## src/rtl/rr_arbiter4.sv

```systemverilog
// Round-robin arbiter: rotating-priority search, registered one-hot grant, hold limit.
// Latency: 1 clock from sampled req to grant; release hands off with no idle bubble.
// Backpressure: none; the owner keeps the grant while req is high, up to MAX_HOLD cycles.
//
// Ports:
//   clk         - rising-edge clock
//   rst_n       - asynchronous active-low reset
//   req[N]      - level requests, one per requester
//   grant[N]    - registered one-hot grant, zero when idle
//   grant_valid - high when any grant bit is set
//   grant_id    - binary index of the granted requester, zero when idle
//   preempt     - one-cycle pulse when the grant was forcibly rotated by the hold limit
module rr_arbiter4 #(
    parameter int N        = 4,
    parameter int MAX_HOLD = 8,
    parameter int ID_W     = 2
) (
    input  logic            clk,
    input  logic            rst_n,
    input  logic [N-1:0]    req,
    output logic [N-1:0]    grant,
    output logic            grant_valid,
    output logic [ID_W-1:0] grant_id,
    output logic            preempt
);

    localparam int CNT_W = $clog2(MAX_HOLD);

    typedef enum logic {IDLE, BUSY} state_t;

    state_t            state;
    logic [ID_W-1:0]   last_owner;
    logic [CNT_W-1:0]  hold_cnt;

    logic [ID_W-1:0]   search_base;
    logic [N-1:0]      search_mask;
    logic [ID_W-1:0]   idx;
    logic [ID_W-1:0]   win_id;
    logic              found;
    logic              owner_req;

    // While busy the search starts just after the current owner and skips it, so a
    // rotation (release or preemption) can never hand the grant back to the owner.
    // While idle the grant is zero, so the mask is just req and the search starts
    // after the last owner.
    assign search_base = (state == BUSY) ? grant_id : last_owner;
    assign search_mask = req & ~grant;
    assign owner_req   = req[grant_id];

    // Rotating priority encoder: offsets 1..N from the base. N is a power of two,
    // so the ID_W-bit sum wraps modulo N for free; offset N lands back on the base.
    always_comb begin
        found  = 1'b0;
        win_id = '0;
        idx    = '0;
        for (int k = 1; k <= N; k++) begin
            idx = search_base + ID_W'(k);
            if (!found && search_mask[idx]) begin
                found  = 1'b1;
                win_id = idx;
            end
        end
    end

    always_ff @(posedge clk or negedge rst_n) begin
        if (!rst_n) begin
            state       <= IDLE;
            grant       <= '0;
            grant_valid <= 1'b0;
            grant_id    <= '0;
            preempt     <= 1'b0;
            hold_cnt    <= '0;
            last_owner  <= ID_W'(N - 1);
        end else begin
            preempt <= 1'b0;
            case (state)
                IDLE: begin
                    if (found) begin
                        state       <= BUSY;
                        grant       <= N'(1) << win_id;
                        grant_valid <= 1'b1;
                        grant_id    <= win_id;
                        hold_cnt    <= '0;
                    end
                end
                BUSY: begin
                    if (!owner_req) begin
                        // Release wins over the hold limit: never a preempt here.
                        last_owner <= grant_id;
                        hold_cnt   <= '0;
                        if (found) begin
                            grant    <= N'(1) << win_id;
                            grant_id <= win_id;
                        end else begin
                            state       <= IDLE;
                            grant       <= '0;
                            grant_valid <= 1'b0;
                            grant_id    <= '0;
                        end
                    end else if (hold_cnt != CNT_W'(MAX_HOLD - 1)) begin
                        hold_cnt <= hold_cnt + 1'b1;
                    end else begin
                        // Hold limit reached; a lone owner simply restarts its window.
                        hold_cnt <= '0;
                        if (found) begin
                            last_owner <= grant_id;
                            grant      <= N'(1) << win_id;
                            grant_id   <= win_id;
                            preempt    <= 1'b1;
                        end
                    end
                end
                default: begin
                    state       <= IDLE;
                    grant       <= '0;
                    grant_valid <= 1'b0;
                    grant_id    <= '0;
                    hold_cnt    <= '0;
                end
            endcase
        end
    end

endmodule
```

## config.mk

```make
export PLATFORM = sky130hd
export DESIGN_NAME = rr_arbiter4
export DESIGN_NICKNAME = d
export VERILOG_FILES = /design/src/rtl/rr_arbiter4.sv
export SDC_FILE = /design/constraint.sdc
export NUM_CORES = 1
export LEC_CHECK = 0
export CELL_PAD_IN_SITES_DETAIL_PLACEMENT = 1
export CELL_PAD_IN_SITES_GLOBAL_PLACEMENT = 2
export CORE_MARGIN = 3
export CORE_UTILIZATION = 30
export DETAILED_ROUTE_END_ITERATION = 10
export HOLD_SLACK_MARGIN = 0.15
export PLACE_DENSITY_LB_ADDON = 0.1
export SLEW_MARGIN = 20
export SYNTH_ARGS = -nofsm -noshare
export SYNTH_HDL_FRONTEND = slang
export SYNTH_SLANG_ARGS = --single-unit
```

## constraint.sdc

```tcl
create_clock -name clk -period 1.5 [get_ports clk]
set_clock_uncertainty 0.05 [all_clocks]
set_input_delay 0.45 -clock clk [delete_from_list [all_inputs] [get_ports clk]]
set_output_delay 0.45 -clock clk [all_outputs]
set_load 0.02 [all_outputs]
```

Word level (Yosys, flattened, before mapping)
Cells that the tools add are included.

Register bits: 14.

Add/sub/neg operators: 4. $lt $le $gt $ge: 5. Equal/unequal tests: 7. Shift-type cells: 1. Multiplexer cells: 46. Bitwise logic cells: 3. Reductions and logical operators: 8.

Operators by type and width (count): 2-bit two-way mux (12); 1-bit two-way mux (17); 4-bit two-way mux (4); 2-bit by 3-bit less-than comparator with 1-bit output, second input constant (5); 1-bit binary-select mux with 2-bit select (5); 2-bit inequality test, second input constant (5); 3-bit two-way mux (3); 4-bit case mux with 2 select lines (1); 3-bit inequality test, second input constant (2); 3-bit case mux with 2 select lines (1); 3-bit AND reduction (2); 2-bit adder, second input constant (2); 4-bit AND (1); 4-bit inverter (1); 1-bit case mux with 2 select lines (2); 2-bit case mux with 2 select lines (1); 1-bit by 2-bit left shift with 4-bit output, first input constant (1); 3-bit by 1-bit adder with 3-bit output, second input constant (1); 1-bit logical AND (3); 1-bit logical NOT (3); 2-bit by 1-bit adder with 2-bit output, second input constant (1); 1-bit inverter (1).

Logic depth before layout (Yosys ltp)
Gate-level depths: netlist of run 1.

Depth in word-level cells: 19. Gate-level depth with buffers: 6. Depth with buffers taken out: 6.

Worst setup path after synthesis of run 1
OpenSTA, ideal clock, no wires.

Path type: reg-to-reg. From: register grant_id[1]. To: register last_owner[0]. Setup time: 0.085 ns. Arrival: 1.634 ns. Setup slack: -0.269 ns. Cell stages (with the launch flop): 4. Path buffers: 0. Period minus slack after synthesis: 1.769 ns. Path through: dfrtp_1 mux4_2 a21boi_1 mux2_1.

Word-level cells in the longest chain between the ends: 16. Elaborated cells between the ends (all ways): 28. Classes of those cells: 3 x add/sub; 2 x eq/ne; 16 x mux; 7 x reduce/logical.

Ends and longest elaborated chain: start, declared (line 23) `output logic [ID_W-1:0] grant_id,`; start signal, assigned (line 82) `grant_id <= win_id;`; start signal, assigned (line 93) `grant_id <= win_id;`; start signal, assigned (line 108) `grant_id <= win_id;`; 2-bit two-way mux (line 46) `assign search_base = (state == BUSY) ? grant_id : last_owner;`; 2-bit by 1-bit adder with 2-bit output (line 57) `idx = search_base + ID_W'(k);`; 1-bit binary-select mux with 2-bit select (line 58) `if (!found && search_mask[idx]) begin`; 1-bit two-way mux (implied by the code) (line 58); 1-bit two-way mux (line 58); 1-bit logical NOT (line 58); 1-bit logical AND (line 58); 1-bit two-way mux (line 58); 1-bit logical NOT (line 58); 1-bit logical AND (line 58); 1-bit two-way mux (line 58); 1-bit logical NOT (line 58); 1-bit logical AND (line 58); 1-bit two-way mux (line 58); 2-bit inequality test (no line); 3-bit AND reduction (no line); end signal, assigned (line 73) `last_owner <= ID_W'(N - 1);`; end signal, assigned (line 89) `last_owner <= grant_id;`; end signal, assigned (line 106) `last_owner <= grant_id;`; end, declared (line 32) `logic [ID_W-1:0] last_owner;`.

Several ways; a longest one is shown, not always the timed one. The select of a mux whose other input is x is not followed. A chain may end at the register's enable or synchronous reset.

Final worst setup path of run 1
From: register grant_id[1]. To: register grant[0].

Word-level cells in the longest chain between the ends: 19. Elaborated cells between the ends (all ways): 35. Classes of those cells: 3 x add/sub; 1 x eq/ne; 1 x shift; 24 x mux; 6 x reduce/logical.

Ends and longest elaborated chain: 2-bit two-way mux (line 46); 2-bit by 1-bit adder with 2-bit output (line 57); 1-bit binary-select mux with 2-bit select (line 58); 1-bit two-way mux (implied by the code) (line 58); 1-bit two-way mux (line 58); 1-bit logical NOT (line 58); 1-bit logical AND (line 58); 1-bit two-way mux (line 58); [... 3 more ...]; 1-bit logical NOT (line 58); 1-bit logical AND (line 58); 2-bit two-way mux (line 58); 1-bit by 2-bit left shift with 4-bit output (line 80, 92, 107); 4-bit two-way mux (line 78, 105); 4-bit two-way mux (line 100) `end else if (hold_cnt != CNT_W'(MAX_HOLD - 1)) begin`; 4-bit two-way mux (line 87) `if (!owner_req) begin`; 4-bit case mux with 2 select lines (line 76) `case (state)`; end signal, assigned (line 80) `grant <= N'(1) << win_id;`; end signal, assigned (line 92) `grant <= N'(1) << win_id;`; end signal, assigned (line 107) `grant <= N'(1) << win_id;`; end, declared (line 21) `output logic [N-1:0] grant,`.

Several ways; a longest one is shown, not always the timed one. The select of a mux whose other input is x is not followed.

==> results of run 1 <==
-- sequential cells by signal, summed over array words and instances (netlist names) --
register     flops
hold_cnt         3
grant            4
grant_id         2
grant_valid      1
last_owner       2
preempt          1
state            1
-- cells in the final DEF (no fill, tap or decap), types with 2 or more instances in the layout --
| cell | Yosys | routed |
|---|---|---|
| mux2i_2 | 1 | 3 |
| dfrtp_1 | 12 | 9 |
| buf_6 | 0 | 7 |
| dlygate4sd2_1 | 0 | 5 |
| nand2_1 | 4 | 2 |
| dfrtp_2 | 0 | 3 |
| nand3_2 | 0 | 2 |
| nand2_2 | 0 | 2 |
| nand2b_1 | 6 | 6 |
| mux2_4 | 0 | 2 |
| buf_2 | 3 | 3 |
| nand3_1 | 4 | 2 |
| a32o_1 | 2 | 2 |
| nor2_1 | 5 | 3 |
| dfstp_2 | 2 | 2 |
| clkbuf_4 | 0 | 3 |
| o31ai_2 | 1 | 2 |
| buf_4 | 0 | 27 |
| nor2b_4 | 0 | 5 |
-- worst max-delay path, cell delays in order (launching register included) --
cell and delay, ns:
dfrtp_2 0.45, buf_4 0.15, mux2i_4 0.24, a221oi_2 0.08, or3_4 0.39, a32o_1 0.27
-- cells in the mapped netlist --
cell	number	share of area [%]
a211oi_1	1	0.88
a21boi_1	1	0.88
a21oi_1	1	0.59
a221oi_1	1	1.0
a221oi_4	1	3.1
a222oi_1	1	1.2
a22o_1	1	1.0
a32o_1	2	2.3
and3_1	1	0.73
buf_2	3	1.8
dfrtp_1	12	35
dfstp_2	2	6.2
ha_1	2	2.9
mux2_1	2	2.6
mux2_2	1	1.3
mux2i_1	3	3.5
mux2i_2	1	1.6
mux4_2	1	2.6
nand2_1	4	1.8
nand2b_1	6	4.4
nand3_1	4	2.3
nand4_1	1	0.73
nor2_1	5	2.2
nor2b_1	5	3.7
nor3_1	1	0.59
nor4_1	1	0.73
o21ai_0	3	1.8
o22ai_1	1	0.73
o2bb2ai_1	1	1.0
o31ai_1	1	0.88
o31ai_2	1	1.5
o32ai_1	1	1.0
o41a_1	1	1.3
o41ai_1	1	1.0
o41ai_2	1	1.9
or2_1	1	0.73
or2b_1	1	0.88
or3_4	1	1.3
-- area by class of cell --
cell class / count / area [um^2] / area share [%]
multi-input cells: 61 / 683.2 / 46.31
flip-flops and latches: 14 / 356.6 / 24.17
clock buffers: 4 / 26.28 / 1.781
well taps: 30 / 37.54 / 2.545
repair buffers: 45 / 371.6 / 25.19
-- kinds of logic (layout without fill, tap and decap cells) --
logic type,count (synthesis),count (layout),share of synthesized area (%)
flops,14,14,41.35
simple gates,31,31,20.09
compound gates,20,20,22.14
buf+inv,3,49,1.759
fa+ha+maj,2,2,2.932
mux,8,8,11.73
-- worst paths after layout --
kind                                   from             to  slack (ns)  cells past startpoint
worst max-delay path            grant_id[1]       grant[0]       -0.24                      5
worst min register to register  hold_cnt[1]    hold_cnt[1]        0.50                      2
max in group asynchronous             rst_n  last_owner[0]        0.71                      2
worst min-delay path                  rst_n       grant[3]        0.44                      2
worst max register to register  grant_id[1]       grant[0]       -0.24                      5
min in group clk                hold_cnt[1]    hold_cnt[1]        0.50                      2
-- stage by stage --
step / util, % / std cells
4_1_cts: 54.83 / 152
3_3_place_gp: 46.43 / 143
5_1_grt: 56.96 / 154
6_report: 56.96 / 154
3_5_place_dp: 46.43 / 143
2_1_floorplan: - / 78
-- layer usage --
metal  wire length (um)  vias to the layer above
li1                   -                      395
met1               1348                      406
met2               1284                       16
met3                100                        2
met4                 12                        0
met5                  0                        -
-- power by group through the flow --
stage               combinational (uW)  sequential [uW]  clock (uW)
global route                      2220              741         261
finish                            2060              722         229
CTS                               1950              724         242
global placement                  1520              687           0
floorplan                          781              770           0
detailed placement                1540              698           0
-- repair_timing --
action | CTS | global route
buffers inserted | 7 | 4
gates resized for setup | 72 | 13
endpoints found under the setup margin | 22 | 20
endpoints found under the hold margin | 0 | 0
pin swaps | 9 | 9
==> results.md, run 1 <==
* Post-placement setup slack at -0.8726 ns
* Longest Clk Path Bufs at 2
* Comb power frac at 68.4%
* # H-tree levels at 1
* Clock power share at 7.6%
* Failing checks: setup timing
* Num CTS Buffers at 3
* Final hold violations at 0
* Final Cycle Share at 116.3%
* Register clock-pin slew on the reported worst setup and hold paths at about 0.090 ns
* Outcome: finished, violations left
* Starting DRT DRC Count at 15
* Global-route wire length before repair at approximately 4600 um
* Syn nets at 86
* NumNets Final at 133
* DR pass1 iterations at 4
* Placement Cell Area at roughly 0.0012 mm^2
* Met3 usage at ~2.6%
* RD Place Congestion at 0.9186
* Root buf cell: clkbuf_4
* Most used routing layer: met2
* Grt ovf at 0
* Setup TNS Final at -1.968 ns
* Power per cell area at 2039 mW/mm^2
* Slew Limit Fails at 0
* Clk sinks at 14
* Fill cells at 277
* Final WS setup at -0.2446 ns
* Routed vias/inst at about 5.3
* Syn Inst Count at 78
* Hold buffer count at CTS at 0
* Post-route DRC at 0
* Initial antenna violation count at 0
* Switching Power at 1271 uW
* Syn_area_per_cell at around 11 um^2
* Tot Pwr at 3008 uW
* Distinct cells, synth at 38
* Post-Layout Inst Area at 0.001475 mm^2
* Pin count of the biggest net entering global routing at 15
* Min Hold Slack at 0.4388 ns
* HPWL Detailed at 1985 um
* CP startpoint kind: register
* M2 GR Usage at about 30%
* IO buf count at 13
* Grt met1 use at roughly a quarter
* CTS tree: done
* Remaining antenna violation count at 0
* GRT Util Overall at around 18%
* Setup CP Type: reg -> reg
* Die H at 59.33 um
* Die X at just under 60 um
* Sequential-to-total area share from yosys stat at 41.35%
* Worst IR drop on VDD at roughly 0.0012 V
* Int Power at between 1500 and 2000 uW
* Yosys warns at 0
* Vias in the first global route at 908
* Initial Util at 32.95%
* Ports at 14
* WL final at 2746 um
* Worst-Margin Slew at 0.4615 ns
* Final worst path period need at 1.745 ns
* Post-synthesis cell area at 853.3 um^2
* Sw Share at 42.24%
* WL per Instance at 17.83 um
* Max-Cap Viols at 0
* Leak at 0.0006459 uW
* Layout cells sized above 1 at 67.74%
* Slew headroom at between 60% and 70%
* Vias at 819
* Area delta synth->final at 72.87%
* # setup viols final at 14
* CP Data Required Time at between 1.5 and 2 ns
* Register bit total from synthesis at 14
* Flop pwr share at around a quarter
* Fmax at 573.2 MHz
* Arr. time, crit path at 1.87 ns
* HP Class: in -> async
* Core Box Area at 0.002590 mm^2
* Die ar. at 0.003520 mm^2
* RSZ-0062 raised after global routing: yes
* Ant diodes at 0
* Critical Path Sink Type: register
* Cell row count at 18
* CP max FO at 4
* Worst skew pair latency at ~0.28 ns
Note: power is estimated with default switching activity, not from simulation.
==> run 2: changes to the inputs <==
--- a/config.mk
+++ b/config.mk
@@ -7,11 +7,12 @@
 export LEC_CHECK = 0
 export CELL_PAD_IN_SITES_DETAIL_PLACEMENT = 1
 export CELL_PAD_IN_SITES_GLOBAL_PLACEMENT = 2
-export CORE_MARGIN = 3
+export CORE_MARGIN = 1.5
 export CORE_UTILIZATION = 30
 export DETAILED_ROUTE_END_ITERATION = 10
-export HOLD_SLACK_MARGIN = 0.15
+export HOLD_SLACK_MARGIN = 0.1
 export PLACE_DENSITY_LB_ADDON = 0.1
+export SKIP_CTS_REPAIR_TIMING = 1
 export SLEW_MARGIN = 20
 export SYNTH_ARGS = -nofsm -noshare
 export SYNTH_HDL_FRONTEND = slang
==> run 2 against run 1 <==
Against the previous run: the flow still finishes with violations (setup timing); combinational power grew 4%; clock-buffer cell count is the same; total power rose by 5.1%; via count rose by 1.6%; core utilization shrank 2.4 points; final area rose by 1.0%; critical path depth decreased by 2; critical endpoint is now last_owner[0]; largest power group unchanged.
==> results.md, run 2 (synthesis results as in run 1) <==
* Register Area at 357.8 um^2 (+0.35%)
* Reg-to-Reg Start: grant_id[1]
* Critical Path Sink Type: register
* Fmax at 566.2 MHz (-1.2%)
* Cell row count at 19 (+1)
* R2r setup slk at -0.27 ns (-0.02 ns)
* Final worst path period need at 1.766 ns (+0.02170 ns)
* Register clock-pin slew on the reported worst setup and hold paths at 0.10 ns (about the same)
* Die ar. at 0.003173 mm^2 (-9.9%)
* Starting DRT DRC Count at 14 (-1)
* Slew Limit Fails at 0 (unchanged)
* Failing checks: setup timing
* GRT Util Overall at 19.79% (+1.7 points)
* Vias at 832 (+1.6%)
* Non-Filler Instances at 156 (+1.3%)
* Die H at 56.33 um (-5.1%)
* Worst IR drop on VDD at 0.001357 V (+18%)
* Max-Cap Viols at 0 (unchanged)
* Grt ovf at 0 (unchanged)
* DR pass1 iterations at 4 (unchanged)
* Die X at 56.33 um (-5.1%)
* Final WS setup at -0.2663 ns (-0.02170 ns)
* Final hold violations at 0 (unchanged)
* # setup viols final at 15 (+1)
* Remaining antenna violation count at 0 (unchanged)
* Area delta synth->final at 74.63%
* Max FFs per register at 4 (unchanged)
* Worst skew pair latency at 0.30 ns (+0.02 ns)
* Worst-Margin Slew at 0.4213 ns (-0.04015 ns)
* Slew headroom at 71.55% (+2.5 points)
* Global-route wire length before repair at 4567 um (-0.91%)
* Core Box Area at 0.002734 mm^2 (+5.6%)
* Post-placement setup slack at -0.8351 ns (+0.03758 ns)
* NumNets Final at 134 (+0.75%)
* Largest registers: grant: 4 flops, hold_cnt: 3 flops
* Largest Register: grant
* Ports at 14 (unchanged)
* Outcome: finished, violations left
* Final Cycle Share at 117.8% (+1.4 points)
* Leak at 0.0007311 uW (+13%)
* Initial antenna violation count at 0 (unchanged)
* FF-to-FF path depth at 3 (-2)
* Power per cell area at 2122 mW/mm^2 (+4.1%)
* Fill cells at 295 (+6.5%)
* CP Data Required Time at 1.67 ns (+0.05 ns)
* Arr. time, crit path at 1.94 ns (+0.07 ns)
* CP max FO at 6 (+2)
* Setup CP Type: reg -> reg
* Commonest non-fill, non-tap cell in the layout: buf_4
* Vias in the first global route at 890 (-2.0%)
* Post-route DRC at 0 (unchanged)
* Longest Clk Path Bufs at 2 (unchanged)
* Inst Count DP at 144 (+0.70%)
* RSZ-0062 raised after global routing: yes
* Root buf cell: clkbuf_4
* CTS tree: done
* Ant diodes at 0 (unchanged)
* Most frequent cells in the layout: buf_4, dfrtp_1, dlymetal6s2s_1, buf_6, nand2b_1
* IO buf count at 13 (unchanged)
* Layout cells sized above 1 at 60.00% (-7.7 points)
* HP Class: in -> async
* WL final at 2869 um (+4.5%)
* Initial Util at 31.21% (-1.7 points)
* FF-to-FF End: last_owner[0]
* WL per Instance at 18.39 um (+3.1%)
* Multi-input gate area at 640.6 um^2 (-6.2%)
* Pin count of the biggest net entering global routing at 15 (unchanged)
* Min Hold Slack at 0.4089 ns (-0.02991 ns)
* Num CTS Buffers at 3 (unchanged)
* HPWL Detailed at 1965 um (-0.97%)
* Clk sinks at 14 (unchanged)
* Setup TNS Final at -2.511 ns (-0.5426 ns)
* Worst Setup SP: grant_id[1]
* Routed vias/inst at 5.333 (+0.28%)
* RD Place Congestion at 0.8300 (-9.6%)
* CP startpoint kind: register
* # H-tree levels at 1 (unchanged)
[run 2: where the power goes]
part | internal [uW] | total, uW | switching [uW]
sequential | 557 | 737 | 180
combinational | 1170 | 2140 | 969
clock | 148 | 290 | 142
[run 2: how the worst max path moves through the flow]
| stage | to |
|---|---|
| 2_1_floorplan | last_owner[0] |
| 3_3_place_gp | grant[0] |
| 3_5_place_dp | grant[3] |
| 4_1_cts | grant[3] |
| 5_1_grt | last_owner[0] |
| 6_report | last_owner[0] |
[run 2: area by class of cell]
class	instances	share of cell area [%]
clock buffer	4	2.435
multi-input combinational	61	42.99
sequential	14	24.01
tap	31	2.603
timing repair buffer	46	27.96
[run 2: critical path, stage by stage, from the launching register on]
cell	delay [ns]
dfrtp_2	0.45
mux4_2	0.65
a21boi_4	0.24
mux2_4	0.32
[run 2: per-layer routing]
layer	part of all wire, %	wire length (um)	track usage, %	vias to the layer above
met5	0	0	0	-
met4	2.1	60	8.503	0
met3	2.6	74	3.226	4
met2	50	1443	32.27	17
met1	45	1291	25.96	415
li1	-	-	-	396
[run 2: metrics by stage]
stage                     utilization (%)  power (uW)  area [um^2]
final                               54.51        3162         1490
after global routing                54.51        3357         1490
after CTS                           45.81        2574         1252
after detailed placement            44.49        2276         1216
after global placement              44.49        2229         1216
after floorplan                         -        1551        864.6
